--- src/rtl/pattern_mode_if.sv ---
// pattern_mode_if: button, switch and auto-enable inputs plus the mode outputs
// exchanged between the pattern mode controller and the top level.
`default_nettype none

interface pattern_mode_if;
  logic       nextButton;
  logic       prevButton;
  logic       autoEnable;
  logic [9:0] switches;
  logic [4:0] currentMode;
  logic       overrideActive;
  logic       modeChanged;

  modport master (
    output nextButton,
    output prevButton,
    output autoEnable,
    output switches,
    input  currentMode,
    input  overrideActive,
    input  modeChanged
  );

  modport slave (
    input  nextButton,
    input  prevButton,
    input  autoEnable,
    input  switches,
    output currentMode,
    output overrideActive,
    output modeChanged
  );
endinterface

`default_nettype wire

--- src/rtl/pattern_mode_ctrl.sv ---
// pattern_mode_ctrl: debounced next/prev stepping, slideshow timer and one-hot
// switch override producing the registered test-pattern mode index.
`default_nettype none

module pattern_mode_ctrl #(
  parameter int NUM_MODES       = 7,
  parameter int DEBOUNCE_CYCLES = 500000,
  parameter int AUTO_PERIOD     = 250000000
) (
  input  logic           clock50MHz,
  input  logic           resetN,
  pattern_mode_if.slave  bus
);

  localparam int         DB_W     = $clog2(DEBOUNCE_CYCLES + 1);
  localparam int         AP_W     = $clog2(AUTO_PERIOD + 1);
  localparam [DB_W-1:0]  DB_LAST  = DB_W'(DEBOUNCE_CYCLES - 1);
  localparam [AP_W-1:0]  AP_LAST  = AP_W'(AUTO_PERIOD - 1);
  localparam [4:0]       MODE_MAX = 5'(NUM_MODES);

  // bit 0 = next, bit 1 = prev
  logic [1:0] btn_s1, btn_s2, btn_deb, btn_deb_d, press;
  logic [9:0] sw_s1, sw_s2;

  logic       next_p, prev_p;
  logic [3:0] sw_idx;
  logic       sw_onehot, ovr;
  logic [4:0] ovr_mode;

  logic [AP_W-1:0] auto_cnt;
  logic            auto_run, tick;

  logic [4:0] stored_mode, stored_next, effective;
  logic [4:0] mode_q;
  logic       ovr_q, changed_q;

  function automatic logic [4:0] mode_inc(input logic [4:0] m);
    return (m == MODE_MAX) ? 5'd1 : m + 5'd1;
  endfunction

  function automatic logic [4:0] mode_dec(input logic [4:0] m);
    return (m == 5'd1) ? MODE_MAX : m - 5'd1;
  endfunction

  always_ff @(posedge clock50MHz) begin
    if (!resetN) begin
      btn_s1    <= '0;
      btn_s2    <= '0;
      sw_s1     <= '0;
      sw_s2     <= '0;
      btn_deb_d <= '0;
    end else begin
      btn_s1    <= {bus.prevButton, bus.nextButton};
      btn_s2    <= btn_s1;
      sw_s1     <= bus.switches;
      sw_s2     <= sw_s1;
      btn_deb_d <= btn_deb;
    end
  end

  generate
    for (genvar b = 0; b < 2; b++) begin : g_btn
      logic [DB_W-1:0] cnt;
      logic            deb;

      always_ff @(posedge clock50MHz) begin
        if (!resetN) begin
          cnt <= '0;
          deb <= 1'b0;
        end else if (btn_s2[b] != deb) begin
          if (cnt == DB_LAST) begin
            deb <= btn_s2[b];
            cnt <= '0;
          end else begin
            cnt <= cnt + DB_W'(1);
          end
        end else begin
          cnt <= '0;
        end
      end

      assign btn_deb[b] = deb;
    end
  endgenerate

  assign press  = btn_deb & ~btn_deb_d;
  assign next_p = press[0];
  assign prev_p = press[1];

  always_comb begin
    sw_idx = '0;
    for (int i = 0; i < 10; i++) begin
      if (sw_s2[i]) sw_idx = 4'(i);
    end
    sw_onehot = (sw_s2 != 10'd0) && ((sw_s2 & (sw_s2 - 10'd1)) == 10'd0);
    ovr       = sw_onehot && ({1'b0, sw_idx} < MODE_MAX);
    ovr_mode  = {1'b0, sw_idx} + 5'd1;
  end

  assign auto_run = bus.autoEnable && !ovr;
  assign tick     = auto_run && (auto_cnt == AP_LAST);

  // A press restarts the slideshow period so the next auto step is a full period away.
  always_ff @(posedge clock50MHz) begin
    if (!resetN) begin
      auto_cnt <= '0;
    end else if (!auto_run || (press != 2'b00) || tick) begin
      auto_cnt <= '0;
    end else begin
      auto_cnt <= auto_cnt + AP_W'(1);
    end
  end

  always_comb begin
    stored_next = stored_mode;
    if (!ovr) begin
      if (next_p && prev_p) begin
        stored_next = stored_mode;
      end else if (next_p) begin
        stored_next = mode_inc(stored_mode);
      end else if (prev_p) begin
        stored_next = mode_dec(stored_mode);
      end else if (tick) begin
        stored_next = mode_inc(stored_mode);
      end
    end
    effective = ovr ? ovr_mode : stored_next;
  end

  // Output register loads the next stored value directly to keep button latency at one edge past debounce.
  always_ff @(posedge clock50MHz) begin
    if (!resetN) begin
      stored_mode <= 5'd1;
      mode_q      <= 5'd1;
      ovr_q       <= 1'b0;
      changed_q   <= 1'b0;
    end else begin
      stored_mode <= stored_next;
      mode_q      <= effective;
      ovr_q       <= ovr;
      changed_q   <= (effective != mode_q);
    end
  end

  assign bus.currentMode    = mode_q;
  assign bus.overrideActive = ovr_q;
  assign bus.modeChanged    = changed_q;

endmodule

`default_nettype wire

--- src/flat_wrapper.sv ---
// flat-port wrapper written by rule: the top's interface ports become plain ports
module pattern_mode_ctrl_flat 
#(
  parameter int NUM_MODES       = 7,
  parameter int DEBOUNCE_CYCLES = 500000,
  parameter int AUTO_PERIOD     = 250000000
)
  (clock50MHz, resetN, bus_nextButton, bus_prevButton, bus_autoEnable, bus_switches, bus_currentMode, bus_overrideActive, bus_modeChanged);
  pattern_mode_if bus_i ();
  input  logic clock50MHz;
  input  logic resetN;
  input wire logic [$bits(bus_i.nextButton)-1:0] bus_nextButton;
  input wire logic [$bits(bus_i.prevButton)-1:0] bus_prevButton;
  input wire logic [$bits(bus_i.autoEnable)-1:0] bus_autoEnable;
  input wire logic [$bits(bus_i.switches)-1:0] bus_switches;
  output wire logic [$bits(bus_i.currentMode)-1:0] bus_currentMode;
  output wire logic [$bits(bus_i.overrideActive)-1:0] bus_overrideActive;
  output wire logic [$bits(bus_i.modeChanged)-1:0] bus_modeChanged;
  assign bus_i.nextButton = bus_nextButton;
  assign bus_i.prevButton = bus_prevButton;
  assign bus_i.autoEnable = bus_autoEnable;
  assign bus_i.switches = bus_switches;
  assign bus_currentMode = bus_i.currentMode;
  assign bus_overrideActive = bus_i.overrideActive;
  assign bus_modeChanged = bus_i.modeChanged;
  pattern_mode_ctrl #(.NUM_MODES(NUM_MODES), .DEBOUNCE_CYCLES(DEBOUNCE_CYCLES), .AUTO_PERIOD(AUTO_PERIOD)) u_core (.clock50MHz(clock50MHz), .resetN(resetN), .bus(bus_i));
endmodule
--- config.mk ---
export PLATFORM = sky130hd
export DESIGN_NAME = pattern_mode_ctrl_flat
export DESIGN_NICKNAME = d
export VERILOG_FILES = /design/src/rtl/pattern_mode_if.sv /design/src/rtl/pattern_mode_ctrl.sv /design/src/flat_wrapper.sv
export SDC_FILE = /design/constraint.sdc
export NUM_CORES = 1
export LEC_CHECK = 0
export BUFFER_PORTS_ARGS = -buffer_cell sky130_fd_sc_hd__buf_2
export CAP_MARGIN = 30
export CORE_MARGIN = 2
export CORE_UTILIZATION = 40
export DETAILED_ROUTE_END_ITERATION = 16
export PLACE_DENSITY = 0.52
export SYNTH_ARGS = -nofsm -noshare
export SYNTH_HDL_FRONTEND = slang
export SYNTH_SLANG_ARGS = --single-unit
--- constraint.sdc ---
create_clock -name clock50MHz -period 6.7 [get_ports clock50MHz]
set_clock_uncertainty 0.2 [all_clocks]
set_input_delay 0.67 -clock clock50MHz [delete_from_list [all_inputs] [get_ports clock50MHz]]
set_output_delay 0.67 -clock clock50MHz [all_outputs]
set_load 0.03 [all_outputs]
# Word-level counts from Yosys, hierarchy flattened
# Cells that the tools add are included.
# W data, S select, Z words.
op_classes:
  addsub: 7
  mul: 0
  div_mod_pow: 0
  order_cmp: 1
  eq_ne: 8
  shifts: 0
  n_mux: 17
  n_bitwise: 6
  n_reduce_logical: 17
op_table:
  columns: ["cell", "count"]
  rows:
  - ["$mux W5", 8]
  - ["$add A19 B1 Y19 const B", 2]
  - ["$eq A19 B19 Y1 const B", 2]
  - ["$add A28 B1 Y28 const B", 1]
  - ["$eq A28 B28 Y1 const B", 1]
  - ["$mux W3", 4]
  - ["$and A10 B10 Y10", 1]
  - ["$logic_not A10 Y1", 1]
  - ["$reduce_bool A10 Y1", 1]
  - ["$sub A10 B1 Y10 const B", 1]
  - ["$mux W4", 2]
  - ["$reduce_or A3 Y1", 2]
  - ["$add A4 B1 Y5 const B", 1]
  - ["$add A5 B1 Y5 const B", 1]
  - ["$eq A5 B1 Y1 const B", 1]
  - ["$eq A5 B3 Y1 const B", 1]
  - ["$logic_and A1 B1 Y1", 5]
  - ["$ne A5 B5 Y1", 1]
  - ["$sub A5 B1 Y5 const B", 1]
  - ["$lt A4 B3 Y1 const B", 1]
  - ["$mux W2", 2]
  - ["$reduce_and A2 Y1", 2]
  - ["$not A1 Y1", 3]
  - ["$and A2 B2 Y2", 1]
  - ["7 further kinds", 10]
totals:
  regBits: 106
  latch_bits: 0
  mem_bits_rw: 0
  mem_bits_ro: 0
  inputBits: 15
  out_inout_bits: 7
  wordCells: 70
  memories: 0

# Depth between registers and ports, before layout
depth:
  ltp_word: 21
  mapped_depth: 14
  ltp_nobuf: 13

# Worst setup path after synthesis
# Ideal clock, no wire load.
synth_path:
  kind: "register to register"
  start: "reg u_core.sw_s2[1]"
  end: "reg u_core.changed_q, in the netlist u_core.bus.modeChanged"
  setup_ns: 0.136
  arrival_ns: 2.694
  required_time_ns: 6.364
  setup_slack_ns: 3.670
  stages_incl_launch_ff: 14
  n_path_buf: 0
  period_less_slack_ns: 3.030
  path_cell_list: "dfxtp_1 nor2b_1 o21ai_0 a31oi_1 nor2_1 inv_1 ha_1 a2111oi_0 o22ai_2 o22ai_2 a221oi_2 a32o_1 a221oi_1 a41oi_1"
synth_between:
  elab_chain_len: 21
  elab_cells_between_ends: 27
  classes_between: "add/sub: 2; order compare: 1; eq/ne: 1; mux: 15; bitwise: 1; reduce/logical: 7"
synth_lines:
  columns: ["element", "line", "rtl"]
  rows:
  - ["from (decl)", "pattern_mode_ctrl.sv:23", "logic [9:0] sw_s1, sw_s2;"]
  - ["from (signal assigned)", "pattern_mode_ctrl.sv:56", "sw_s2 <= sw_s1;"]
  - ["$mux W1", "pattern_mode_ctrl.sv:93", "if (sw_s2[i]) sw_idx = 4'(i);"]
  - ["$mux W2 (2 in series)", "pattern_mode_ctrl.sv:93", null]
  - ["$mux W3 (4 in series)", "pattern_mode_ctrl.sv:93", null]
  - ["$mux W4 (2 in series)", "pattern_mode_ctrl.sv:93", null]
  - ["$lt A4 B3 Y1", "pattern_mode_ctrl.sv:96", "ovr = sw_onehot && ({1'b0, sw_idx} < MODE_MAX);"]
  - ["$logic_and A1 B1 Y1", "pattern_mode_ctrl.sv:96", null]
  - ["$logic_not A1 Y1", "pattern_mode_ctrl.sv:100", "assign auto_run = bus.autoEnable && !ovr;"]
  - ["$logic_and A1 B1 Y1", "pattern_mode_ctrl.sv:100", null]
  - ["$logic_and A1 B1 Y1", "pattern_mode_ctrl.sv:101", "assign tick = auto_run && (auto_cnt == AP_LAST);"]
  - ["$mux W5", "pattern_mode_ctrl.sv:123", "end else if (tick) begin"]
  - ["$mux W5", "pattern_mode_ctrl.sv:121", "end else if (prev_p) begin"]
  - ["$mux W5", "pattern_mode_ctrl.sv:119", "end else if (next_p) begin"]
  - ["$mux W5", "pattern_mode_ctrl.sv:117", "if (next_p && prev_p) begin"]
  - ["$mux W5", "pattern_mode_ctrl.sv:116", "if (!ovr) begin"]
  - ["$mux W5 (*)", "pattern_mode_ctrl.sv:127", "effective = ovr ? ovr_mode : stored_next;"]
  - ["$ne A5 B5 Y1 (*)", "pattern_mode_ctrl.sv:141", "changed_q <= (effective != mode_q);"]
  - ["to (signal assigned)", "pattern_mode_ctrl.sv:141", null]
  - ["to (decl)", "pattern_mode_ctrl.sv:35", "logic ovr_q, changed_q;"]
# Every way passes the cells marked *; elsewhere a longest branch is shown, timed or not.
# A chain may end at the register's enable or synchronous reset.

# Worst setup path in the final report
layout_path:
  start: "reg u_core.sw_s2[4]"
  end: "reg u_core.changed_q, in the netlist u_core.bus.modeChanged"
layout_between:
  elab_chain_len: 18
  elab_cells_between_ends: 24
  classes_between: "add/sub: 2; order compare: 1; eq/ne: 1; mux: 12; bitwise: 1; reduce/logical: 7"
layout_lines:
  columns: ["element", "line"]
  rows:
  - ["$mux W3 (4 in series)", "pattern_mode_ctrl.sv:93"]
  - ["$mux W4 (2 in series)", "pattern_mode_ctrl.sv:93"]
  - ["$lt A4 B3 Y1", "pattern_mode_ctrl.sv:96"]
  - ["$logic_and A1 B1 Y1", "pattern_mode_ctrl.sv:96"]
  - ["$logic_not A1 Y1", "pattern_mode_ctrl.sv:100"]
  - ["$logic_and A1 B1 Y1", "pattern_mode_ctrl.sv:100"]
  - ["$logic_and A1 B1 Y1", "pattern_mode_ctrl.sv:101"]
  - ["$mux W5", "pattern_mode_ctrl.sv:123"]
  - ["$mux W5", "pattern_mode_ctrl.sv:121"]
  - ["$mux W5", "pattern_mode_ctrl.sv:119"]
  - ["$mux W5", "pattern_mode_ctrl.sv:117"]
  - ["$mux W5", "pattern_mode_ctrl.sv:116"]
  - ["$mux W5 (*)", "pattern_mode_ctrl.sv:127"]
  - ["$ne A5 B5 Y1 (*)", "pattern_mode_ctrl.sv:141"]
# Marked as above.

==> impl_metrics.ini <==
[synth]
synth_edf_count = 0
synth_top_flop_cell = dfxtp_1
ys_types = 67
async_flop_share = 0
yosysWarnings = 0
syn_avg_cell_area_um2 = 8.586
seq_area_frac_synth = 0.4269
syn_area_um2 = 4971
synth_nets = 601
syn-instance-count = 579
ys_seq_elements = 106

[power_and_ir_drop]
intPower_mw = 1.001
swShare = 0.2470
seqPwrFrac = 0.495
p_switching_mw = 0.3282
cellPowerDensity_nw_per_um2 = 240.5
power_frac_comb = 0.091
pwr-share-clk = 0.414
total_power_mw = 1.329
irDropWorstVdd_mv = 0.1378
leakage_nw = 1.876

[critical_path]
r2r-start = u_core.sw_s2[4]
slowest_delay_ns = 0.75
crit_path_max_fanout = 18
startpoint_type = flip-flop
worstPathCellList = nor2_1 -> o21ai_0 -> a21boi_0 -> ha_1 -> a2111oi_0 -> o22ai_2 -> or2_0 -> o21ai_0 -> a311oi_1 -> a221oi_1 -> a41oi_1
cp.arrival_ns = 3.83
required_ns = 6.77
startpoint = u_core.sw_s2[4]
cpMaxStageDelayCell = or2_0
crit_path_end_kind = flip-flop
crit_path_frequent_cell = o21ai_0
worstSetupPathType = flip-flop to flip-flop

[clock_tree]
clkLatencyLatePin_ns = 0.35
cts_resized = 0
ctsHoldBuffers = 0
htreeDepth = 3
post_cts_buffers = 0
cts_sinks = 106
clock_tree.root_cell = clkbuf_16
numCtsBuffers = 9
clk_path_buf_depth = 2
cts_tree = done
clk_pin_slew_ns = 0.07

[sta]
fin_setup_tns_ns = 0
fmax_mhz = 265.8
rsz0062_at_grt = false
worst_pin_slew_ns = 0.9084
period_minus_slack_ns = 3.763
slew_viol_final = 0
slew_headroom = 0.3944
setup_viol = 0
hold_viol = 0
fin_ws_ns = 2.937
period_share = 0.5616

[routing]
drt_iter0_drc = 210
avgRoutedWirePerCell_um = 13.82
drtPass1Iterations = 4
vias = 3884
viasPerCell = 5.077
drc = 0
routed_wl_um = 10570
antenna_left = 0

[floorplan]
die_y_um = 115.5
die_w_um = 115.5
row_count = 40
start_util = 0.4121
fp.coreArea_um2 = 12060
ios = 22
die_area_um2 = 13340

[placement]
routabilityCongestion = 0.8004
dp_hpwl_um = 7410
post-place-ws_ns = 2.965
io_buffers = 21

[hold_path]
min-delay-start = u_core.btn_s1[1]
hold_path_class = flip-flop to flip-flop

[run_status]
outcome = finished, final reports clean

[global_routing]
grtUsageTotal = 0.1740
gr-total-overflow = 0
grt_first_pass_wirelength_um = 18250
grt_max_degree = 35
antenna_found_initial = 0
grt_pass1_vias = 3808

[final_layout]
layout-drive-gt1-share = 0.08710
antenna_cells = 0
final_cell_mix = dfxtp_1, nor2_1, nand2_1, xor2_1, and2_1
final_util = 0.4581
fill_cells = 1186
final_common_cell = dfxtp_1
nets = 614
syn_to_final_growth_pct = 11.15

[run]
maxCapViolations = 0
## metrics by stage
stage               cell area (µm²)  std cells  hold WS, ns
floorplan                      4971        579       0.2119
global route                   5525        765       0.2637
finish                         5525        765       0.2351
global placement               5211        749       0.2129
detailed placement             5211        749       0.2188
CTS                            5525        765       0.2379
## cell families after synthesis
| kind of cell | count (synthesis) | share of synthesized area |
|---|---|---|
| AOI/OAI and AO/OA | 70 | 0.1027 |
| xor gates and xnor gates | 66 | 0.1163 |
| adders and majority gates | 8 | 0.01963 |
| buffers and inverters | 37 | 0.02869 |
| DFF | 106 | 0.4269 |
| muxes | 3 | 0.006041 |
| and+or+nand+nor | 289 | 0.2998 |
## final timing paths
| path | end | slack, ns | depth (start not counted) |
|---|---|---|---|
| min reg2reg | u_core.btn_s2[1] | 0.24 | 1 |
| min | u_core.btn_s2[1] | 0.24 | 1 |
| max | u_core.bus.modeChanged | 2.94 | 11 |
| max reg2reg | u_core.bus.modeChanged | 2.94 | 11 |
## registers in the layout (all words and copies together), names as in the netlist
signal                     flops
u_core.bus.currentMode         5
u_core.g_btn.cnt              38
u_core.btn_s1                  2
u_core.g_btn.deb               2
u_core.bus.modeChanged         1
u_core.sw_s2                  10
u_core.stored_mode             5
u_core.bus.overrideActive      1
u_core.btn_deb_d               2
u_core.auto_cnt               28
u_core.btn_s2                  2
u_core.sw_s1                  10
## power by group through the flow
stage                     registers, mW  logic, mW  clock network, mW
after detailed placement          0.673      0.120                  0
after global routing              0.660      0.136              0.597
after global placement            0.672      0.121                  0
after CTS                         0.658      0.121              0.575
after floorplan                   0.679     0.0807                  0
final                             0.658      0.120              0.550
## critical path, delay by kind of cell, from the launching register on
| family | cells | cell delay [ns] |
|---|---|---|
| AOI/OAI and AO/OA | 8 | 1.92 |
| DFF | 1 | 0.37 |
| and+or+nand+nor | 2 | 0.98 |
| adders and majority gates | 1 | 0.21 |
## cell type report
cell class	instances	area (µm²)	share of cell area
well taps	168	210.2	0.03804
clock inverters	5	61.31	0.01110
inverters	18	67.56	0.01223
multi-input cells	436	2706	0.4898
clock buffers	11	252.7	0.04574
repair buffers	21	105.1	0.01902
flip-flops and latches	106	2122	0.3841
## cell usage after synthesis, drive strengths merged, types with 3 or more instances
library cell,count,share of area
mux2i,3,0.0060
nor2,99,0.076
inv,17,0.013
buf,4,0.0038
xnor2,27,0.048
ha,7,0.018
or4bb,5,0.011
a21boi,4,0.0060
o21ai,17,0.017
and4,4,0.0070
o22ai,3,0.0063
nor2b,7,0.0088
nor4,7,0.0088
nor3,10,0.010
clkbuf,15,0.011
a2111oi,3,0.0065
nand3,26,0.026
nand2,46,0.035
or4,3,0.0068
dfxtp,106,0.43
o211ai,4,0.0060
nand2b,4,0.0050
and2,32,0.041
and3,12,0.016
a21oi,15,0.016
xor2,39,0.069
nand4,13,0.016
a311oi,3,0.0053
or3,8,0.010
nor4b,3,0.0053
## routing by layer
metal  global-route usage  up-vias  share of wire
met5                    0        -              0
met2               0.2756       53           0.45
met1               0.2263     1802           0.50
met4              0.06586        0          0.015
met3              0.04864       11          0.035
li1                     -     2018              -
(Power assumes the default switching activity.)
